### src/rtl/ni_packetizer.sv
// Network-interface transmit side: buffers whole messages in a small FIFO and serializes
// each into head/body/tail flits for the router local port under credit flow control.
`ifndef X_NODES
`define X_NODES 4
`endif
`ifndef Y_NODES
`define Y_NODES 4
`endif

module ni_packetizer #(
    parameter int X_LOC      = 0,
    parameter int Y_LOC      = 0,
    parameter int DATA_W     = 32,
    parameter int BODY_FLITS = 3,
    parameter int FIFO_DEPTH = 4,
    parameter int CREDITS    = 4
) (
    input  logic                              clk,
    input  logic                              reset,
    input  logic                              i_val,
    output logic                              o_rdy,
    input  logic [$clog2(`X_NODES)-1:0]       i_x_dest,
    input  logic [$clog2(`Y_NODES)-1:0]       i_y_dest,
    input  logic [BODY_FLITS*DATA_W-1:0]      i_data,
    output logic                              o_flit_val,
    output logic                              o_flit_head,
    output logic                              o_flit_tail,
    output logic [DATA_W-1:0]                 o_flit_data,
    output logic [$clog2(`X_NODES)-1:0]       o_x_dest,
    output logic [$clog2(`Y_NODES)-1:0]       o_y_dest,
    input  logic                              i_credit,
    output logic                              o_credit_err
);

    localparam int XW = $clog2(`X_NODES);
    localparam int YW = $clog2(`Y_NODES);
    localparam int PW = BODY_FLITS * DATA_W;
    localparam int EW = XW + YW + PW;
    localparam int AW = $clog2(FIFO_DEPTH);
    localparam int CW = $clog2(CREDITS + 1);
    localparam int BW = (BODY_FLITS > 1) ? $clog2(BODY_FLITS) : 1;

    // Head flit carries the source coordinates so the receiver knows who sent it.
    localparam logic [DATA_W-1:0] SRC_FLIT = DATA_W'({XW'(X_LOC), YW'(Y_LOC)});

    typedef enum logic [1:0] {
        S_IDLE = 2'd0,
        S_HEAD = 2'd1,
        S_BODY = 2'd2
    } state_t;

    state_t              r_state;
    state_t              w_state_next;
    logic [EW-1:0]       r_mem [FIFO_DEPTH];
    logic [AW-1:0]       r_wr_ptr;
    logic [AW-1:0]       r_rd_ptr;
    logic [AW:0]         r_count;
    logic [BW-1:0]       r_beat;
    logic [CW-1:0]       r_credits;
    logic                r_credit_err;

    logic                w_push;
    logic                w_pop;
    logic                w_send;
    logic                w_last_beat;
    logic [EW-1:0]       w_ent;
    logic [XW-1:0]       w_ent_x;
    logic [YW-1:0]       w_ent_y;
    logic [PW-1:0]       w_payload;
    logic [DATA_W-1:0]   w_body [BODY_FLITS];

    assign o_rdy       = (r_count != (AW+1)'(FIFO_DEPTH));
    assign w_push      = i_val && o_rdy;
    assign w_send      = (r_state != S_IDLE) && (r_credits != '0);
    assign w_last_beat = (r_beat == BW'(BODY_FLITS - 1));
    assign w_pop       = w_send && (r_state == S_BODY) && w_last_beat;
    assign o_flit_val  = w_send;
    assign o_credit_err = r_credit_err;

    assign w_ent     = r_mem[r_rd_ptr];
    assign w_ent_x   = w_ent[EW-1 -: XW];
    assign w_ent_y   = w_ent[PW +: YW];
    assign w_payload = w_ent[PW-1:0];

    generate
        for (genvar gi = 0; gi < BODY_FLITS; gi++) begin : g_body
            assign w_body[gi] = w_payload[gi*DATA_W +: DATA_W];
        end
    endgenerate

    // Message storage; contents need no reset because the count gates every read.
    always_ff @(posedge clk) begin
        if (w_push) begin
            r_mem[r_wr_ptr] <= {i_x_dest, i_y_dest, i_data};
        end
    end

    always_ff @(posedge clk) begin
        if (reset) begin
            r_wr_ptr <= '0;
            r_rd_ptr <= '0;
            r_count  <= '0;
        end else begin
            if (w_push) r_wr_ptr <= r_wr_ptr + 1'b1;
            if (w_pop)  r_rd_ptr <= r_rd_ptr + 1'b1;
            case ({w_push, w_pop})
                2'b10:   r_count <= r_count + 1'b1;
                2'b01:   r_count <= r_count - 1'b1;
                default: ;
            endcase
        end
    end

    always_ff @(posedge clk) begin
        if (reset) begin
            r_state <= S_IDLE;
        end else begin
            r_state <= w_state_next;
        end
    end

    // Follow-on packet starts straight from the tail only if it was already queued.
    always_comb begin
        w_state_next = r_state;
        case (r_state)
            S_IDLE: if (r_count != '0) w_state_next = S_HEAD;
            S_HEAD: if (w_send) w_state_next = S_BODY;
            S_BODY: if (w_pop) w_state_next = (r_count > (AW+1)'(1)) ? S_HEAD : S_IDLE;
            default: w_state_next = S_IDLE;
        endcase
    end

    always_comb begin
        o_flit_head = 1'b0;
        o_flit_tail = 1'b0;
        o_flit_data = '0;
        o_x_dest    = '0;
        o_y_dest    = '0;
        case (r_state)
            S_HEAD: begin
                o_flit_head = 1'b1;
                o_flit_data = SRC_FLIT;
                o_x_dest    = w_ent_x;
                o_y_dest    = w_ent_y;
            end
            S_BODY: begin
                o_flit_tail = w_last_beat;
                o_flit_data = w_body[r_beat];
                o_x_dest    = w_ent_x;
                o_y_dest    = w_ent_y;
            end
            default: ;
        endcase
    end

    always_ff @(posedge clk) begin
        if (reset) begin
            r_beat <= '0;
        end else if (w_send) begin
            if (r_state == S_HEAD || w_last_beat) r_beat <= '0;
            else                                  r_beat <= r_beat + 1'b1;
        end
    end

    // A send and a returned credit in the same cycle cancel out.
    always_ff @(posedge clk) begin
        if (reset) begin
            r_credits    <= CW'(CREDITS);
            r_credit_err <= 1'b0;
        end else begin
            if (w_send && !i_credit) begin
                r_credits <= r_credits - 1'b1;
            end else if (i_credit && !w_send) begin
                if (r_credits == CW'(CREDITS)) r_credit_err <= 1'b1;
                else                           r_credits    <= r_credits + 1'b1;
            end
        end
    end

endmodule
### config.mk
export PLATFORM = sky130hd
export DESIGN_NAME = ni_packetizer
export DESIGN_NICKNAME = d
export VERILOG_FILES = /design/src/rtl/ni_packetizer.sv
export SDC_FILE = /design/constraint.sdc
export NUM_CORES = 1
export LEC_CHECK = 0
export CORE_AREA = 10 10 188 190
export DETAILED_ROUTE_END_ITERATION = 12
export DIE_AREA = 0 0 198 200
export PLACE_DENSITY = 0.84
export SKIP_CTS_REPAIR_TIMING = 1
export SKIP_LAST_GASP = 1
export SYNTH_ARGS = -nofsm -noshare
export SYNTH_HDL_FRONTEND = slang
export SYNTH_SLANG_ARGS = --single-unit
### constraint.sdc
create_clock -name clk -period 4 [get_ports clk]
set_clock_uncertainty 0.05 [all_clocks]
set_input_delay 0.8 -clock clk [delete_from_list [all_inputs] [get_ports clk]]
set_output_delay 0.8 -clock clk [all_outputs]
set_load 0.05 [all_outputs]
# Yosys cells after proc, flatten, opt, wreduce, memory -nomap -nowiden
# Memories as Yosys holds them, arrays and structs flattened. A register that Yosys moved wholly into a read port is not among the register bits.
# Index checks and enable logic that the tools add are counted.
dict set report totals {
  regBits 15
  ram_bits 400
  in_bits 104
  word_cells 71
  n_memories 1
}
dict set report classes {
  add_sub_neg 7
  order_cmp 2
  n_eq_ne 11
  mux 22
  bitwise_logic 2
  n_reduce_logical 19
}
# name depth word_bits rd rd_ports_with_merged_regs wr line_no
set memory_table {}
lappend memory_table {r_mem 4 100 1 1 1 54} ;# logic [EW-1:0] r_mem [FIFO_DEPTH];
# op count
set op_table {}
lappend op_table {{2-to-1 mux 32 bit} 3}
lappend op_table {{binary-select mux 32 bit (select 2 bit)} 1}
lappend op_table {{2-to-1 mux 2 bit} 8}
lappend op_table {{2-to-1 mux 3 bit} 3}
lappend op_table {{!= test 2 bit (second input constant)} 4}
lappend op_table {{adder 2 x 1 -> 2 bit (second input constant)} 3}
lappend op_table {{adder 3 x 1 -> 3 bit (second input constant)} 2}
lappend op_table {{equality test 2 bit (second input constant)} 3}
lappend op_table {{logical AND 1 bit} 6}
lappend op_table {{case mux 2 bit (3 select lines)} 1}
lappend op_table {{case mux 3 bit (2 select lines)} 1}
lappend op_table {{AND reduction 3 bit} 2}
lappend op_table {{nonzero test 2 bit} 3}
lappend op_table {{nonzero test 3 bit} 2}
lappend op_table {{subtractor 3 x 1 -> 3 bit (second input constant)} 2}
lappend op_table {{2-to-1 mux 1 bit} 5}
lappend op_table {{equality test 2 x 1 -> 1 bit (second input constant)} 2}
lappend op_table {{equality test 3 bit (second input constant)} 1}
lappend op_table {{greater-or-equal comparator 3 bit (second input constant)} 1}
lappend op_table {{greater-than comparator 3 x 1 -> 1 bit (second input constant)} 1}
lappend op_table {{!= test 3 bit (second input constant)} 1}
lappend op_table {{NOT 2 -> 3 bit} 1}
lappend op_table {{zero test 1 bit} 2}
lappend op_table {{zero test 2 bit} 1}
lappend op_table {{4 further kinds} 4}

# Longest topological paths before layout
# Gate-level depths: netlist (run 1).
dict set report logic_depth {
  ltp_word 6
  mapped_depth 10
  ltp_nobuf 9
}

# Least setup slack after synthesis (run 1)
# OpenSTA, ideal clock, no wires.
dict set report synth_timing {
  path_type {in2reg}
  from {in i_val}
  to {mem r_mem[1][0] in the netlist's numbering (enable)}
  arrival_time_ns 3.546
  t_required_ns 3.480
  setup_slack_ns -0.066
  cell_stages 2
  path_cell_list {a21boi_1 -> and2_1}
}
dict set report synth_between {
  elab_chain_cells 3
}
# item line_no
set synth_lines {}
lappend synth_lines {{from (decl)} 20} ;# input logic i_val,
lappend synth_lines {{logical AND 1 bit} 73} ;# assign w_push = i_val && o_rdy;
lappend synth_lines {{2-to-1 mux 1 bit} 93} ;# if (w_push) begin
lappend synth_lines {{2-to-1 mux 1 bit (implied by the code)} 94} ;# r_mem[r_wr_ptr] <= {i_x_dest, i_y_dest, i_data};
lappend synth_lines {{to (decl)} 54}
# No other way between the ends.

==> results of run 1 <==
cell families (layout without fill, tap and decap cells):
group / after synthesis / count (layout)
flip-flops: 417 / 417
multiplexers: 135 / 135
AND/OR/NAND/NOR: 107 / 107
AO/OA/AOI/OAI: 81 / 81
buffers and inverters: 57 / 251
adder cells (fa/ha/maj): 17 / 17
XOR/XNOR: 6 / 6
critical path, cell delays in order (launching register included):
cell and delay, ns:
dfxtp_4 0.50, buf_4 0.44, mux4_2 0.36, and2_1 0.18
clkdlybuf4s50_1 0.71
power groups by stage:
stage	clock, W	combinational [W]	sequential, W
CTS	0.00369	0.00146	0.00509
detailed placement	0	0.00145	0.00518
global route	0.00387	0.00155	0.00511
floorplan	0	0.000799	0.00518
finish	0.00363	0.00144	0.00509
global placement	0	0.00142	0.00517
synthesized netlist by cell type (2+ instances only):
master    number  share of area
buf_2         12         0.0037
a21oi_1        7         0.0022
o31ai_1       32          0.015
clkbuf_1      11         0.0025
buf_12         3         0.0037
edfxtp_1     400           0.74
buf_6          5         0.0035
buf_1          4        0.00092
nor4b_1        2         0.0011
buf_4          6         0.0028
mux4_2        69          0.095
and2_1         8         0.0031
mux2_2        63          0.044
nor2_1        46          0.011
o21ai_0        4         0.0012
ha_1          16          0.012
xor2_1         3         0.0016
nand2_1       40         0.0092
o22ai_1       31          0.012
inv_1         14         0.0032
dfxtp_1       17          0.021
mux2i_1        3         0.0018
nor3_1         5         0.0015
xnor2_1        3         0.0016
layer usage:
layer / vias to the layer above / wire length [um]
li1: 3644 / -
met1: 4163 / 13600
met2: 245 / 16800
met3: 41 / 1930
met4: 0 / 489
met5: - / 0
worst paths after layout:
| path | start | to | slack [ns] |
|---|---|---|---|
| hold reg to reg | o_credit_err | o_credit_err | 0.45 |
| setup / recovery | flip-flop | o_y_dest[1] | 0.41 |
| hold / removal | o_credit_err | o_credit_err | 0.45 |
| setup reg to reg | r_state[1] | r_credits[2] | 1.37 |
cell type report:
type | instances | area [um^2] | area share
Clock buffer | 57 | 1160 | 0.0584
Multi-Input combinational cell | 346 | 3590 | 0.181
Tap cell | 402 | 503 | 0.0254
Timing Repair Buffer | 162 | 2030 | 0.103
Clock inverter | 17 | 124 | 0.00625
Sequential cell | 417 | 12400 | 0.623
Inverter | 15 | 56.3 | 0.00284
metrics by stage:
| step | hold slack (ns) | util |
|---|---|---|
| floorplan | 0.413 | - |
| global placement | 0.419 | 0.591 |
| detailed placement | 0.433 | 0.591 |
| CTS | 0.451 | 0.632 |
| global route | 0.482 | 0.632 |
| finish | 0.452 | 0.632 |
state kept, by name (all words and copies together) (netlist names), named ones only:
signal,cells
r_beat,2
r_credits,3
o_credit_err,1
r_count,3
r_rd_ptr,2
r_mem,400
r_state,2
r_wr_ptr,2
layout by cell type (no fill, tap or decap), types with 4 or more instances in the layout:
cell and n:
edfxtp_1 400, clkdlybuf4s50_1 112, mux4_2 69, mux2_2 63, nor2_1 46, clkbuf_16 43
buf_12 43, nand2_1 39, o31ai_1 32, o22ai_1 31, ha_1 16, dfxtp_1 15
inv_1 14, clkbuf_1 11, clkinv_1 10, a21oi_1 7, buf_4 7, nor3_1 5
o21ai_0 4, and2_1 4, and2_4 4
==> metrics.txt, run 1 <==
IO Count 145; clock slew at reported path FFs 0.06 ns; global-route wire length before repair 50600 um; WS Path Type flip-flop to primary output; RD Place Congestion 0.727; minimum clock period after layout 3.59 ns; final WL 32800 um; pwr dens 513 nW/um^2; Max Fclk 0.278 GHz; Layout Nets 1105; Die Height 200 um; hold path cells 2; Vias 8093; yosys warns 0; antenna cell count 0; Async S/R FF share, synth 0; leakage 6.33 nW; Max rail drop VDD 0.377 mV; Synth Area in Compound Gates 0.0340; Worst Max-Slew Pin Slew 0.837 ns; Area Growth Syn to Fin 21.8%; post-synthesis register bit count 417; vias in the first global route 8554; CP Capture Type primary output; Max Slew Vio Count 0; number of fill cells 2121; Routed wire per std cell 23.2 um; post-synthesis xor/xnor area fraction 0.00323; drt pass-1 iters 5; post-synth cell types 40; sequential share of power 0.501; core area 31400 um^2; Syn Inst Count 820; Top FF cell, synth edfxtp_1; H-tree depth 2; Syn Nets 941; CTS sink count 417; synthesized cell area 16300 um^2; overall routing resource usage 0.167; FF-to-FF path depth 9; Startpoint Class flip-flop; DR iter-0 viols 649; effective utilization at floorplan 0.519; post-route ant nets 0; CP Max Fanout 28; root buf cell clkbuf_16; sw frac 0.243; dpl ws 0.949 ns; setup violators final 0; DRC Markers 0; Die Span X 198 um; crit path DAT 2.74 ns; share of cells above drive strength 1 0.245; gr busiest metal met2; largest family of logic cells by synthesized area multiplexers; total CTS buffers 42; Post-synth EDFFs 400; largest net degree at the start of global routing 62; switching power total 0.00247 W; Congestion Overflow GR 0; Max-Cap Viols 0; GR Layer Usage met3 0.0355; Seq/Total Area, Yosys 0.759; CTS tree built; hpwl dp 19900 um; initial antenna violation count 0; Final Instance Count excl. Fillers 1416; maximum buffer depth of the clock tree 3; Setup TNS 0 ns; post-synthesis adder-cell area fraction 0.0135; status finished, final reports clean; Inst Count DP 1342; post-route design area 19800 um^2; drt via density 5.72; Area after DPL 18500 um^2; Synth Area in Simple Gates 0.0281; met2 GRT Util 0.283; syn_area_per_cell 19.9 um^2; internal power 0.00770 W; Pwr Total 0.0102 W; RSZ-0062 raised after global routing no; Hold Path Class flip-flop to flip-flop; full die area 39600 um^2; final hold vios 0; combinational share of power 0.142; Slew headroom 0.442; GRT met1 Usage 0.217; post-synthesis mux area share 0.141; latest clock arrival within the worst-skew pair 0.51 ns; setup ws final 0.406 ns; clock share of power 0.357; Worst Path Required 3.15 ns; period utilization 0.898; FP Rows 65; IO Port Bufs 144
No activity file was read; power rests on OpenSTA's default activity.
==> run 2: changes to the inputs <==
CAP_MARGIN = 25   (was unset)
CORE_AREA = 2 2 180 182   (was 10 10 188 190)
CTS_CLUSTER_SIZE = 24   (was unset)
DIE_AREA = 0 0 182 184   (was 0 0 198 200)
==> metrics.txt, run 2 (synthesis results as in run 1) <==
core area 31400 um^2 (unchanged); gr busiest metal met2 (unchanged); period utilization 0.932 (was 0.898); latest clock arrival within the worst-skew pair 0.52 ns (was 0.51 ns); GRT met1 Usage 0.254 (was 0.217); Max rail drop VDD 0.393 mV (was 0.377 mV); internal power 0.00762 W (was 0.00770 W); switching power total 0.00250 W (was 0.00247 W); overall routing resource usage 0.195 (was 0.167); post-route ant nets 0 (unchanged); Die Height 184 um (was 200 um); global-route wire length before repair 49400 um (was 50600 um); Congestion Overflow GR 0 (unchanged); root buf cell clkbuf_16 (unchanged); register area 12400 um^2 (unchanged); CTS tree built (unchanged); FP Rows 65 (unchanged); area of the multi-input gates 3590 um^2 (unchanged); Die Span X 182 um (was 198 um); H-tree depth 2 (unchanged); clock share of power 0.357 (about the same); Max-Cap Viols 0 (unchanged); leakage 6.29 nW (was 6.33 nW); clock slew at reported path FFs 0.06 ns (about the same); effective utilization at floorplan 0.519 (unchanged); Inst Count DP 1346 (was 1342); Area Growth Syn to Fin 20.4% (was 21.8%); number of fill cells 2117 (was 2121); Slew headroom 0.489 (was 0.442); dpl ws 0.822 ns (was 0.949 ns); largest net degree at the start of global routing 64 (was 62); hpwl dp 19200 um (was 19900 um); full die area 33500 um^2 (was 39600 um^2); sequential share of power 0.504 (was 0.501); DR iter-0 viols 731 (was 649); Hold Path Class flip-flop to flip-flop (unchanged); hold path cells 2 (unchanged); Setup TNS 0 ns (unchanged); DRC Markers 0 (unchanged); IO Port Bufs 144 (unchanged); sw frac 0.247 (was 0.243); met2 GRT Util 0.333 (was 0.283); Worst Path Required 3.15 ns (about the same); CTS sink count 417 (unchanged); WS Path Type flip-flop to primary output (unchanged); status finished, final reports clean (unchanged); Final Instance Count excl. Fillers 1422 (was 1416); Largest register FFs 400 (unchanged); setup ws final 0.271 ns (was 0.406 ns); commonest non-fill, non-tap cell in the layout edfxtp_1 (unchanged); setup violators final 0 (unchanged); final hold vios 0 (unchanged); Max Slew Vio Count 0 (unchanged); drt pass-1 iters 5 (unchanged); Post-Route Utilization 0.625 (was 0.632); Worst Max-Slew Pin Slew 0.761 ns (was 0.837 ns); share of cells above drive strength 1 0.257 (was 0.245); largest register by flop count r_mem (unchanged); combinational share of power 0.138 (was 0.142); GR Layer Usage met3 0.0376 (was 0.0355); Vias 8231 (was 8093); initial antenna violation count 3 (was 0); CP Capture Type primary output (unchanged); Routed wire per std cell 22.5 um (was 23.2 um); commonest cells after routing, fill and taps aside edfxtp_1 (400), clkdlybuf4s50_1 (113), mux4_2 (69) (was edfxtp_1 (400), clkdlybuf4s50_1 (112), mux4_2 (69)); pwr dens 516 nW/um^2 (was 513 nW/um^2); Startpoint Class flip-flop (unchanged); Top Registers r_mem: 400 flops, r_count: 3 flops, r_credits: 3 flops (unchanged); Layout Nets 1109 (was 1105); drt via density 5.79 (was 5.72); RSZ-0062 raised after global routing no (unchanged); FF-to-FF path depth 10 (was 9); RD Place Congestion 0.773 (was 0.727); crit path DAT 2.88 ns (was 2.74 ns); IO Count 145 (unchanged); maximum buffer depth of the clock tree 3 (unchanged); Max Fclk 0.268 GHz (was 0.278 GHz); vias in the first global route 8682 (was 8554); minimum clock period after layout 3.73 ns (was 3.59 ns); CP Max Fanout 63 (was 28); total CTS buffers 42 (unchanged); final WL 32000 um (was 32800 um)
## run 2: final cells by class
| type | instances | share of cell area |
|---|---|---|
| flip-flops and latches | 417 | 0.630 |
| multi-input cells | 346 | 0.183 |
| repair buffers | 166 | 0.0927 |
| clock buffers | 48 | 0.0563 |
| well taps | 402 | 0.0257 |
| clock inverters | 27 | 0.00868 |
| inverters | 15 | 0.00287 |
| diodes | 1 | 0.000128 |
## run 2: power groups by stage
stage	clock network (W)	logic [W]	registers, W
2_1_floorplan	0	0.000799	0.00518
3_3_place_gp	0	0.00138	0.00517
3_5_place_dp	0	0.00140	0.00519
4_1_cts	0.00368	0.00141	0.00510
5_1_grt	0.00386	0.00149	0.00511
6_report	0.00361	0.00140	0.00510
## run 2: metrics by stage
| step | area (um^2) | hold slack, ns | power [W] |
|---|---|---|---|
| global placement | 18300 | 0.423 | 0.00656 |
| floorplan | 16300 | 0.413 | 0.00598 |
| CTS | 19600 | 0.436 | 0.0102 |
| detailed placement | 18300 | 0.418 | 0.00659 |
| finish | 19600 | 0.427 | 0.0101 |
| global route | 19600 | 0.465 | 0.0105 |
## run 2: routing by layer
metal / vias up / share of wire / routed length, um
met5: - / 0.0010 / 33
met4: 4 / 0.028 / 889
met3: 70 / 0.062 / 2000
met2: 292 / 0.51 / 16300
met1: 4224 / 0.40 / 12900
li1: 3641 / - / -
## run 2: worst max-delay path, cell delays in order, from the launching register on
cell and delay (ns):
dfxtp_4 0.62, buf_12 0.43, buf_4 0.29, mux4_2 0.51, nor2_1 0.12, o31ai_1 0.10
buf_4 0.22
## run 2: path summary, 6_finish.rpt
kind / start / to / slack [ns]
setup reg to reg: r_state[0] / r_credits[2] / 1.50
hold reg to reg: o_credit_err / o_credit_err / 0.43
hold / removal: o_credit_err / o_credit_err / 0.43
setup / recovery: flip-flop / o_flit_data[20] / 0.27
